<file path="config.mk">
export PLATFORM = sky130hd
export DESIGN_NAME = score_board
export DESIGN_NICKNAME = d
export VERILOG_FILES = /design/src/rtl/score_board.sv
export SDC_FILE = /design/constraint.sdc
export NUM_CORES = 1
export LEC_CHECK = 0
export CAP_MARGIN = 10
export CORE_MARGIN = 5
export CORE_UTILIZATION = 51
export CTS_CLUSTER_SIZE = 25
export DETAILED_ROUTE_END_ITERATION = 10
export HOLD_SLACK_MARGIN = 0.08
export PLACE_DENSITY = 0.78
export SLEW_MARGIN = 40
export SYNTH_ARGS = -nofsm -noshare
export SYNTH_HDL_FRONTEND = slang
export SYNTH_SLANG_ARGS = --single-unit
export TNS_END_PERCENT = 5
</file>
<file path="constraint.sdc">
create_clock -name clk -period 4.1 [get_ports clk]
set_input_delay 0.615 -clock clk [delete_from_list [all_inputs] [get_ports clk]]
set_output_delay 0.615 -clock clk [all_outputs]
set_load 0.03 [all_outputs]
</file>
<file path="src/rtl/score_board.sv">
// score_board: two-player BCD score keeper for pong with win detection and 7-segment score rendering.
module score_board #(
    parameter int DIGITS      = 2,
    parameter int WIN_SCORE   = 11,
    parameter int LEFT_X      = 128,
    parameter int RIGHT_X     = 320,
    parameter int SCORE_Y     = 16,
    parameter int DIGIT_PITCH = 24,
    parameter int BLINK_LOG2  = 4
) (
    input  logic                clk,
    input  logic                reset,
    input  logic [8:0]          hpos,
    input  logic [8:0]          vpos,
    input  logic                point_left,
    input  logic                point_right,
    input  logic                new_game,
    output logic [4*DIGITS-1:0] left_bcd,
    output logic [4*DIGITS-1:0] right_bcd,
    output logic                game_over,
    output logic                winner,
    output logic                score_display
);
    localparam int W = 4 * DIGITS;

    if (DIGIT_PITCH < 16) begin : g_pitch_check
        $error("DIGIT_PITCH must be at least 16 so digit cells cannot overlap");
    end

    typedef enum logic [1:0] {IDLE, PLAYING, GAME_OVER} state_t;

    function automatic logic [W-1:0] to_bcd(input int v);
        logic [W-1:0] r;
        int n;
        r = '0;
        n = v;
        for (int i = 0; i < DIGITS; i++) begin
            r[4*i +: 4] = 4'(n % 10);
            n = n / 10;
        end
        return r;
    endfunction

    localparam logic [W-1:0] WIN_BCD = to_bcd(WIN_SCORE);
    localparam logic [W-1:0] MAX_BCD = to_bcd(10**DIGITS - 1);

    function automatic logic [W-1:0] bcd_inc(input logic [W-1:0] s);
        logic [W-1:0] r;
        logic c;
        r = s;
        c = 1'b1;
        if (s == MAX_BCD) return s;
        for (int i = 0; i < DIGITS; i++) begin
            if (c) begin
                r[4*i +: 4] = (s[4*i +: 4] == 4'd9) ? 4'd0 : s[4*i +: 4] + 4'd1;
                c = (s[4*i +: 4] == 4'd9);
            end
        end
        return r;
    endfunction

    // Segment order {a,b,c,d,e,f,g}; 6, 7 and 9 are drawn with tails.
    function automatic logic [6:0] seg_decode(input logic [3:0] d);
        case (d)
            4'd0:    return 7'b1111110;
            4'd1:    return 7'b0110000;
            4'd2:    return 7'b1101101;
            4'd3:    return 7'b1111001;
            4'd4:    return 7'b0110011;
            4'd5:    return 7'b1011011;
            4'd6:    return 7'b1011111;
            4'd7:    return 7'b1110010;
            4'd8:    return 7'b1111111;
            4'd9:    return 7'b1111011;
            default: return 7'b0000000;
        endcase
    endfunction

    function automatic logic cell_on(input logic [W-1:0] s, input int x0, input int k, input int h, input int v);
        int cx, cy;
        logic [6:0] m;
        cx = h - x0 - k * DIGIT_PITCH;
        cy = v - SCORE_Y;
        if (cx < 0 || cx > 15 || cy < 0 || cy > 31) return 1'b0;
        if (k != DIGITS - 1 && (s >> (4 * (DIGITS - 1 - k))) == '0) return 1'b0;
        m = seg_decode(s[4*(DIGITS-1-k) +: 4]);
        return (m[6] && cy < 4) || (m[5] && cx >= 12 && cy < 16) || (m[4] && cx >= 12 && cy >= 16) ||
               (m[3] && cy >= 28) || (m[2] && cx < 4 && cy >= 16) || (m[1] && cx < 4 && cy < 16) ||
               (m[0] && cy >= 14 && cy <= 17);
    endfunction

    state_t state;
    logic [BLINK_LOG2:0] blink;
    logic [W-1:0] next_left, next_right;
    logic tick, win_now, show_left, show_right, pix;

    assign tick       = (hpos == 9'd0) && (vpos == 9'd0);
    assign next_left  = point_left ? bcd_inc(left_bcd) : left_bcd;
    assign next_right = point_right ? bcd_inc(right_bcd) : right_bcd;
    assign win_now    = (state == PLAYING) && !new_game && (next_left == WIN_BCD || next_right == WIN_BCD);
    assign show_left  = !(state == GAME_OVER && !winner && blink[BLINK_LOG2]);
    assign show_right = !(state == GAME_OVER && winner && blink[BLINK_LOG2]);

    always_comb begin
        pix = 1'b0;
        for (int k = 0; k < DIGITS; k++)
            pix = pix | (show_left && cell_on(left_bcd, LEFT_X, k, int'(hpos), int'(vpos)))
                      | (show_right && cell_on(right_bcd, RIGHT_X, k, int'(hpos), int'(vpos)));
    end

    always_ff @(posedge clk or posedge reset) begin
        if (reset) begin
            state         <= IDLE;
            left_bcd      <= '0;
            right_bcd     <= '0;
            game_over     <= 1'b0;
            winner        <= 1'b0;
            blink         <= '0;
            score_display <= 1'b0;
        end else begin
            score_display <= pix;
            blink         <= win_now ? '0 : blink + (BLINK_LOG2 + 1)'(tick);
            if (new_game) begin
                state     <= PLAYING;
                left_bcd  <= '0;
                right_bcd <= '0;
                winner    <= 1'b0;
                game_over <= 1'b0;
            end else if (state == PLAYING) begin
                left_bcd  <= next_left;
                right_bcd <= next_right;
                if (win_now) begin
                    state     <= GAME_OVER;
                    game_over <= 1'b1;
                    winner    <= (next_left != WIN_BCD);
                end
            end
        end
    end
endmodule

</file>
==> results of run 1 <==
[cell type report]
class | instances | area, um^2
Timing Repair Buffer | 42 | 418
Clock buffer | 4 | 45.0
Fill cell | 610 | 2640
Sequential cell | 25 | 626
Multi-Input combinational cell | 361 | 2450
Inverter | 31 | 116
Tap cell | 77 | 96.3
[per-layer routing]
metal  global-route usage, %  part of all wire (%)  vias to the layer above  wire [um]
met1                    27.5                    45                     1634       3900
met3                    2.64                   5.1                       22        444
met2                    34.1                    47                      117       4060
met4                    6.97                   2.7                        0        232
met5                       0                     0                        -          0
li1                        -                     -                     1648          -
[cells in the final DEF (no fill, tap or decap), types with 3 or more instances in the layout]
cell / count
nand2_1: 34
xor2_1: 4
a211oi_1: 6
or3_1: 5
nand4_1: 3
inv_1: 30
nor3b_1: 3
nor2b_1: 10
a21oi_1: 37
a31oi_1: 6
nand3_1: 11
dfrtp_1: 25
o22ai_1: 3
o31ai_1: 3
a211o_1: 3
a32oi_1: 4
nor3_1: 24
and4b_1: 3
nor2_1: 51
a21o_1: 3
ha_1: 35
o21ai_0: 26
clkdlybuf4s50_1: 41
mux2i_1: 3
or2_2: 4
clkbuf_8: 3
o221ai_1: 3
a22oi_1: 3
nor4b_1: 3
nand2b_1: 6
xnor2_1: 10
[report_power, final]
| group | switching, mW | internal, mW | total (mW) |
|---|---|---|---|
| Sequential | 0.00853 | 0.249 | 0.258 |
| Clock | 0.0801 | 0.0697 | 0.150 |
| Combinational | 0.122 | 0.0902 | 0.212 |
| Total | 0.211 | 0.409 | 0.620 |
[logic make-up (layout without fill, tap and decap cells)]
family / after synthesis / in the layout
and+or+nand+nor: 173 / 173
xor gates and xnor gates: 15 / 15
buffers and inverters: 56 / 77
adders and majority gates: 35 / 35
AOI/OAI and AO/OA: 133 / 133
muxes: 5 / 5
DFF: 25 / 25
[tightest hold or removal path, stage by stage (launching register included)]
cell and delay [ns]:
dfrtp_1 0.37, xor2_1 0.07, nor2_1 0.07
[sequential cells by signal (all words and copies together), names as in the netlist]
register and cells:
score_display 1, winner 1, left_bcd 8, game_over 1, state 1, right_bcd 8, blink 5
[cells in the mapped netlist, drive strengths merged (4+ instances only)]
| library cell | number |
|---|---|
| inv | 31 |
| nand2b | 6 |
| ha | 35 |
| xnor2 | 10 |
| buf | 6 |
| xor2 | 4 |
| o21ai | 29 |
| nor2b | 10 |
| or3 | 5 |
| a21oi | 37 |
| nand2 | 34 |
| dfrtp | 25 |
| a211oi | 7 |
| nor3 | 26 |
| a21o | 4 |
| clkbuf | 18 |
| a32oi | 4 |
| a31oi | 6 |
| nor2 | 51 |
| or2 | 4 |
| nand3 | 11 |
[worst paths after layout]
path                                             to  cells after the start                startpoint  slack [ns]
max                         score_display$_DFF_PP0_                     11                   hpos[7]        0.80
min                              blink[4]$_DFF_PP0_                      2        blink[4]$_DFF_PP0_        0.55
max reg2reg                      blink[0]$_DFF_PP0_                     10  right_bcd[1]$_DFFE_PP0P_        1.25
min reg2reg                      blink[4]$_DFF_PP0_                      2        blink[4]$_DFF_PP0_        0.55
max in group asynchronous  right_bcd[2]$_DFFE_PP0P_                      2                     reset        3.03
min in group asynchronous   left_bcd[1]$_DFFE_PP0P_                      2                     reset        0.70
==> run_results.csv, run 1 <==
group,metric,value,unit
route,wire_per_inst,16.0,um
timing,whs,0.552,ns
critical_path,worst-path-max-fanout,11,
yosys,synth_top_area_cell,"dfrtp_1",
timing,period_share,80.6,%
timing,hold_viol_final,0,
placed_design,place_area,3700,um^2
clocking,cts_tree,"done",
placed_design,place_ws,0.519,ns
critical_path,critPathArrivalTime,3.48,ns
placed_design,place.gp.congestion,0.888,
clocking,cts_buffers,3,
route,routed-via-count,3421,
yosys,netlist_area,3350,um^2
yosys,synthArstFlopShare,100,%
clocking,ctsHtreeMaxLevel,1,
layout,syn2layout_area_growth,11.8,%
critical_path,crit_path_end_kind,"register",
clocking,clk_latency,0.27,ns
clocking,clock_sinks,25,
die,start_util,52.5,%
global_route,grt-ovfl-total,0,
layout,fin_area,3750,um^2
outcome,status,"complete, no violations",
yosys,synth_compound_area_share,27.4,%
critical_path,worstPathBufferInverterCount,2,
critical_path,cpLargestDelayFamily,"compound AO/OA/AOI/OAI gates",
die,coreArea,6390,um^2
flow_run,drv_cap,0,
worst_hold_path,hold_class,"reg2reg",
timing,relSlewSlack,51.9,%
placed_design,placed_cells,536,
layout,final_nets,522,
yosys,synth_xor_area_share,4.33,%
route,ant_nets,0,
timing,setup_tns,0,ns
die,die-area,8300,um^2
timing,worst_pin_slew,0.719,ns
pwr,worst_ir_drop_vdd,0.160,mV
layout,drive_above_1_share,5.83,%
route,viasPerCell,6.34,
route,first_pass_iters,6,
clocking,post_cts_buffers,0,
pwr,power.total,0.620,mW
yosys,synthFlopType,"dfrtp_1",
yosys,ys_seq_area_share,18.7,%
route,first_iter_violations,241,
placed_design,dpl.hpwl,6600,um
yosys,avgSynthCellArea,7.59,um^2
clocking,post_cts_resized,0,
global_route,grt_pass1_vias,3053,
yosys,syn-num-nets,500,
timing,finalSetupViolCount,0,
yosys,muxShareOfSynthArea,1.57,%
die,die_y,91.1,um
critical_path,cp_slowest_cell,"clkdlybuf4s50_1",
timing,fin_skew,0.00543,ns
yosys,netlist_instances,442,
global_route,grt_usage,20.5,%
yosys,yosysWarnings,0,
critical_path,cp.required,4.27,ns
yosys,yosys.area_share.simple,26.6,%
timing,slew_violations,0,
layout,final_cells,540,
yosys,synth.area.top_cells,"dfrtp_1, ha_1, nor2_1, a21oi_1, o21ai_0",
pwr,leakagePower,1.58,nW
clocking,cts_hold_buf,0,
route,drc,0,
clocking,clk_path_buf_depth,2,
yosys,ys_seq_elements,25,
layout,antenna_cells,0,
critical_path,cp_slowest_stage_delay,0.64,ns
clocking,clock-root-buffer,"clkbuf_8",
placed_design,portBuffers,41,
clocking,clkTransAtPathRegs,0.09,ns
yosys,synth.distinct_cells,78,
critical_path,critPathLaunchType,"input pin",
die,dieWidth,91.1,um
layout,fin_util,58.7,%
yosys,synth_enable_flop_cells,0,
timing,layout_setup_ws,0.796,ns
die,io_pins,42,
yosys,synth.top_cell.area_share,18.7,%
timing,rsz0062_at_grt,"false",
timing,max_freq,303,MHz
critical_path,path_class,"in2reg",
die,placementRows,29,
timing,fin_crit,3.30,ns
global_route,antenna_found_initial,0,
global_route,grt_pass1_wl,14700,um
pwr,p_per_area,165,nW/um^2
yosys,synthAdderAreaFrac,13.1,%
yosys,synth_top_family_by_area,"compound AO/OA/AOI/OAI gates",
route,totalWireLength,8640,um
critical_path,crit_chain,"clkdlybuf4s50_1, inv_1, ha_1, and4b_1, a311o_1, o211ai_2, a2bb2oi_2, a221o_1, o221ai_1, a21oi_1, o211a_1",
global_route,grt_max_degree,26,
Note: power is estimated with default switching activity, not from simulation.
==> inputs of run 2 (changes only) <==
--- a/config.mk
+++ b/config.mk
@@ -11,7 +11,7 @@
 export CTS_CLUSTER_SIZE = 25
 export DETAILED_ROUTE_END_ITERATION = 10
 export HOLD_SLACK_MARGIN = 0.08
-export PLACE_DENSITY = 0.78
+export PLACE_DENSITY = 0.81
 export SLEW_MARGIN = 40
 export SYNTH_ARGS = -nofsm -noshare
 export SYNTH_HDL_FRONTEND = slang
==> constraint.sdc (replaced) <==
create_clock -name clk -period 3 [get_ports clk]
set_input_delay 0.45 -clock clk [delete_from_list [all_inputs] [get_ports clk]]
set_output_delay 0.45 -clock clk [all_outputs]
set_load 0.03 [all_outputs]
==> run 2 against run 1 <==
  * Sequential cell count did not move
  * Utilization increased by 4.5 points
  * Cell count up 6.7%
  * Design area up 7.7%
  * Register-to-register slack got worse by 0.99 ns
  * Highest routed layer unchanged
  * Critical path depth is the same
  * Sequential share of layout area down 1.2 points
==> run_results.csv, run 2 (same netlist as run 1, synthesis figures left out) <==
group,metric,value,unit
outcome,status,"complete, no violations",
timing,fin_crit,2.80,ns
clocking,post_cts_resized,0,
timing,rsz0062_at_grt,"false",
flow_run,drv_cap,0,
layout,layout_common_cells,"nor2_1, clkdlybuf4s50_1, a21oi_1, buf_4, ha_1",
layout,multi_input_area,2460,um^2
critical_path,worstRegToRegCells,10,
placed_design,place.gp.congestion,0.885,
die,io_pins,42,
timing,relSlewSlack,56.9,%
layout,syn2layout_area_growth,20.4,%
pwr,internal_power,0.591,mW
pwr,switching_power,0.303,mW
placed_design,place_ws,-0.0887,ns
placed_design,place_area,3970,um^2
timing,period_share,93.5,%
global_route,antenna_found_initial,0,
layout,final_common_cell,"nor2_1",
critical_path,critPathArrivalTime,2.98,ns
timing,whs,0.533,ns
global_route,grt_pass1_vias,3329,
pwr,power.share.clock,23.3,%
die,placementRows,29,
route,routed-via-count,3510,
placed_design,portBuffers,41,
global_route,grt_usage,21.0,%
placed_design,placed_cells,572,
critical_path,crit_path_frequent_cell,"o21ai_1",
placed_design,dpl.hpwl,6920,um
route,drc,0,
clocking,ctsHtreeMaxLevel,1,
layout,final_cells,576,
clocking,clkTransAtPathRegs,0.09,ns
clocking,cts_buffers,3,
critical_path,worst-path-max-fanout,6,
pwr,p_seq_share,39.3,%
global_route,grt_max_degree,26,
critical_path,cp_slowest_cell,"clkdlybuf4s50_1",
critical_path,crit_chain,"clkdlybuf4s50_1, inv_1, ha_1, and3b_1, o21ai_0, a21oi_1, a311oi_2, o21ai_1, a222oi_1, o21ai_1, o211a_1",
critical_path,path_class,"in2reg",
critical_path,worstPathBufferInverterCount,2,
layout,antenna_cells,0,
die,die_y,91.1,um
route,totalWireLength,8950,um
timing,max_freq,357,MHz
critical_path,cp_num_cells,11,
layout,fin_util,63.2,%
pwr,p_per_area,221,nW/um^2
timing,hold_viol_final,0,
global_route,grt-ovfl-total,0,
worst_hold_path,hold_class,"in2async",
critical_path,reg2reg_from,"right_bcd[1]$_DFFE_PP0P_",
critical_path,crit_path_start,"vpos[4]",
critical_path,cpLargestDelayFamily,"compound AO/OA/AOI/OAI gates",
layout,reg_top3,"left_bcd x8, right_bcd x8, blink x5",
pwr,power.total,0.894,mW
layout,fin_area,4040,um^2
layout,final_nets,558,
timing,slew_violations,0,
die,die-area,8300,um^2
die,dieWidth,91.1,um
critical_path,crit_path_end_kind,"register",
clocking,cts_hold_buf,0,
route,wire_per_inst,15.5,um
timing,layout_setup_ws,0.195,ns
route,first_pass_iters,5,
route,ant_nets,0,
timing,finalSetupViolCount,0,
pwr,worst_ir_drop_vdd,0.392,mV
layout,drive_above_1_share,13.0,%
critical_path,cp_slowest_stage_delay,0.51,ns
critical_path,critPathLaunchType,"input pin",
critical_path,rr_endpoint,"blink[0]$_DFF_PP0_",
clocking,clk_path_buf_depth,2,
timing,fin_skew,0.00843,ns
layout,n_fill_cell,553,
global_route,grt_pass1_wl,15200,um
pwr,leakagePower,1.77,nW
clocking,cts_tree,"done",
layout,regArea,626,um^2
timing,worst_pin_slew,0.630,ns
pwr,power_frac_comb,37.4,%
timing,setup_tns,0,ns
clocking,post_cts_buffers,0,
critical_path,critPathCapture,"score_display$_DFF_PP0_",
route,viasPerCell,6.09,
die,coreArea,6390,um^2
pwr,switching_share,33.9,%
clocking,clock-root-buffer,"clkbuf_8",
die,start_util,52.5,%
route,first_iter_violations,302,
critical_path,cp.required,3.18,ns
clocking,clk_latency,0.28,ns
clocking,clock_sinks,25,
critical_path,reg2reg_slack,0.26,ns
run 2: changes by cell type in the layout (fill, tap and decap cells not counted), sizes merged:
cell,before,now
buf,1,37
clkbuf,4,3
clkinv,0,1
run 2: layer usage:
metal	vias up	part of all wire, %	wire (um)	global-route usage [%]
met4	0	2.1	188	6.60
met2	115	49	4360	35.8
met3	19	4.1	364	1.98
met5	-	0	0	0
met1	1656	45	4030	28.0
li1	1720	-	-	-
run 2: worst min-delay path by stage:
stage                                   end  cells after the start                from
detailed placement       blink[4]$_DFF_PP0_                      2  blink[4]$_DFF_PP0_
global placement         blink[3]$_DFF_PP0_                      2  blink[3]$_DFF_PP0_
finish                   winner$_DFFE_PP0P_                      2               reset
global route        left_bcd[5]$_DFFE_PP0P_                      2               reset
floorplan                blink[0]$_DFF_PP0_                      1               reset
CTS                 left_bcd[7]$_DFFE_PP0P_                      2               reset
run 2: final cells by class:
cell class,instances,share of cell area (%)
clock inverters,1,0.124
multi-input cells,361,61.0
inverters,31,2.88
clock buffers,3,1.02
repair buffers,78,17.0
flip-flops and latches,25,15.5
well taps,77,2.39
run 2: worst reg2reg max path, cell delays in order, from the launching register on:
cell	delay (ns)
dfrtp_1	0.51
inv_1	0.13
ha_1	0.16
nor2b_1	0.16
and2_1	0.30
nand3_1	0.19
nor3_1	0.17
a31oi_1	0.07
nor4_1	0.49
o211a_1	0.37
nor2b_1	0.09
run 2: power by group through the flow:
stage / combinational, mW / clock, mW / sequential [mW]
3_3_place_gp: 0.320 / 0 / 0.358
3_5_place_dp: 0.328 / 0 / 0.358
6_report: 0.334 / 0.208 / 0.352
5_1_grt: 0.368 / 0.226 / 0.353
2_1_floorplan: 0.197 / 0 / 0.362
4_1_cts: 0.330 / 0.213 / 0.351
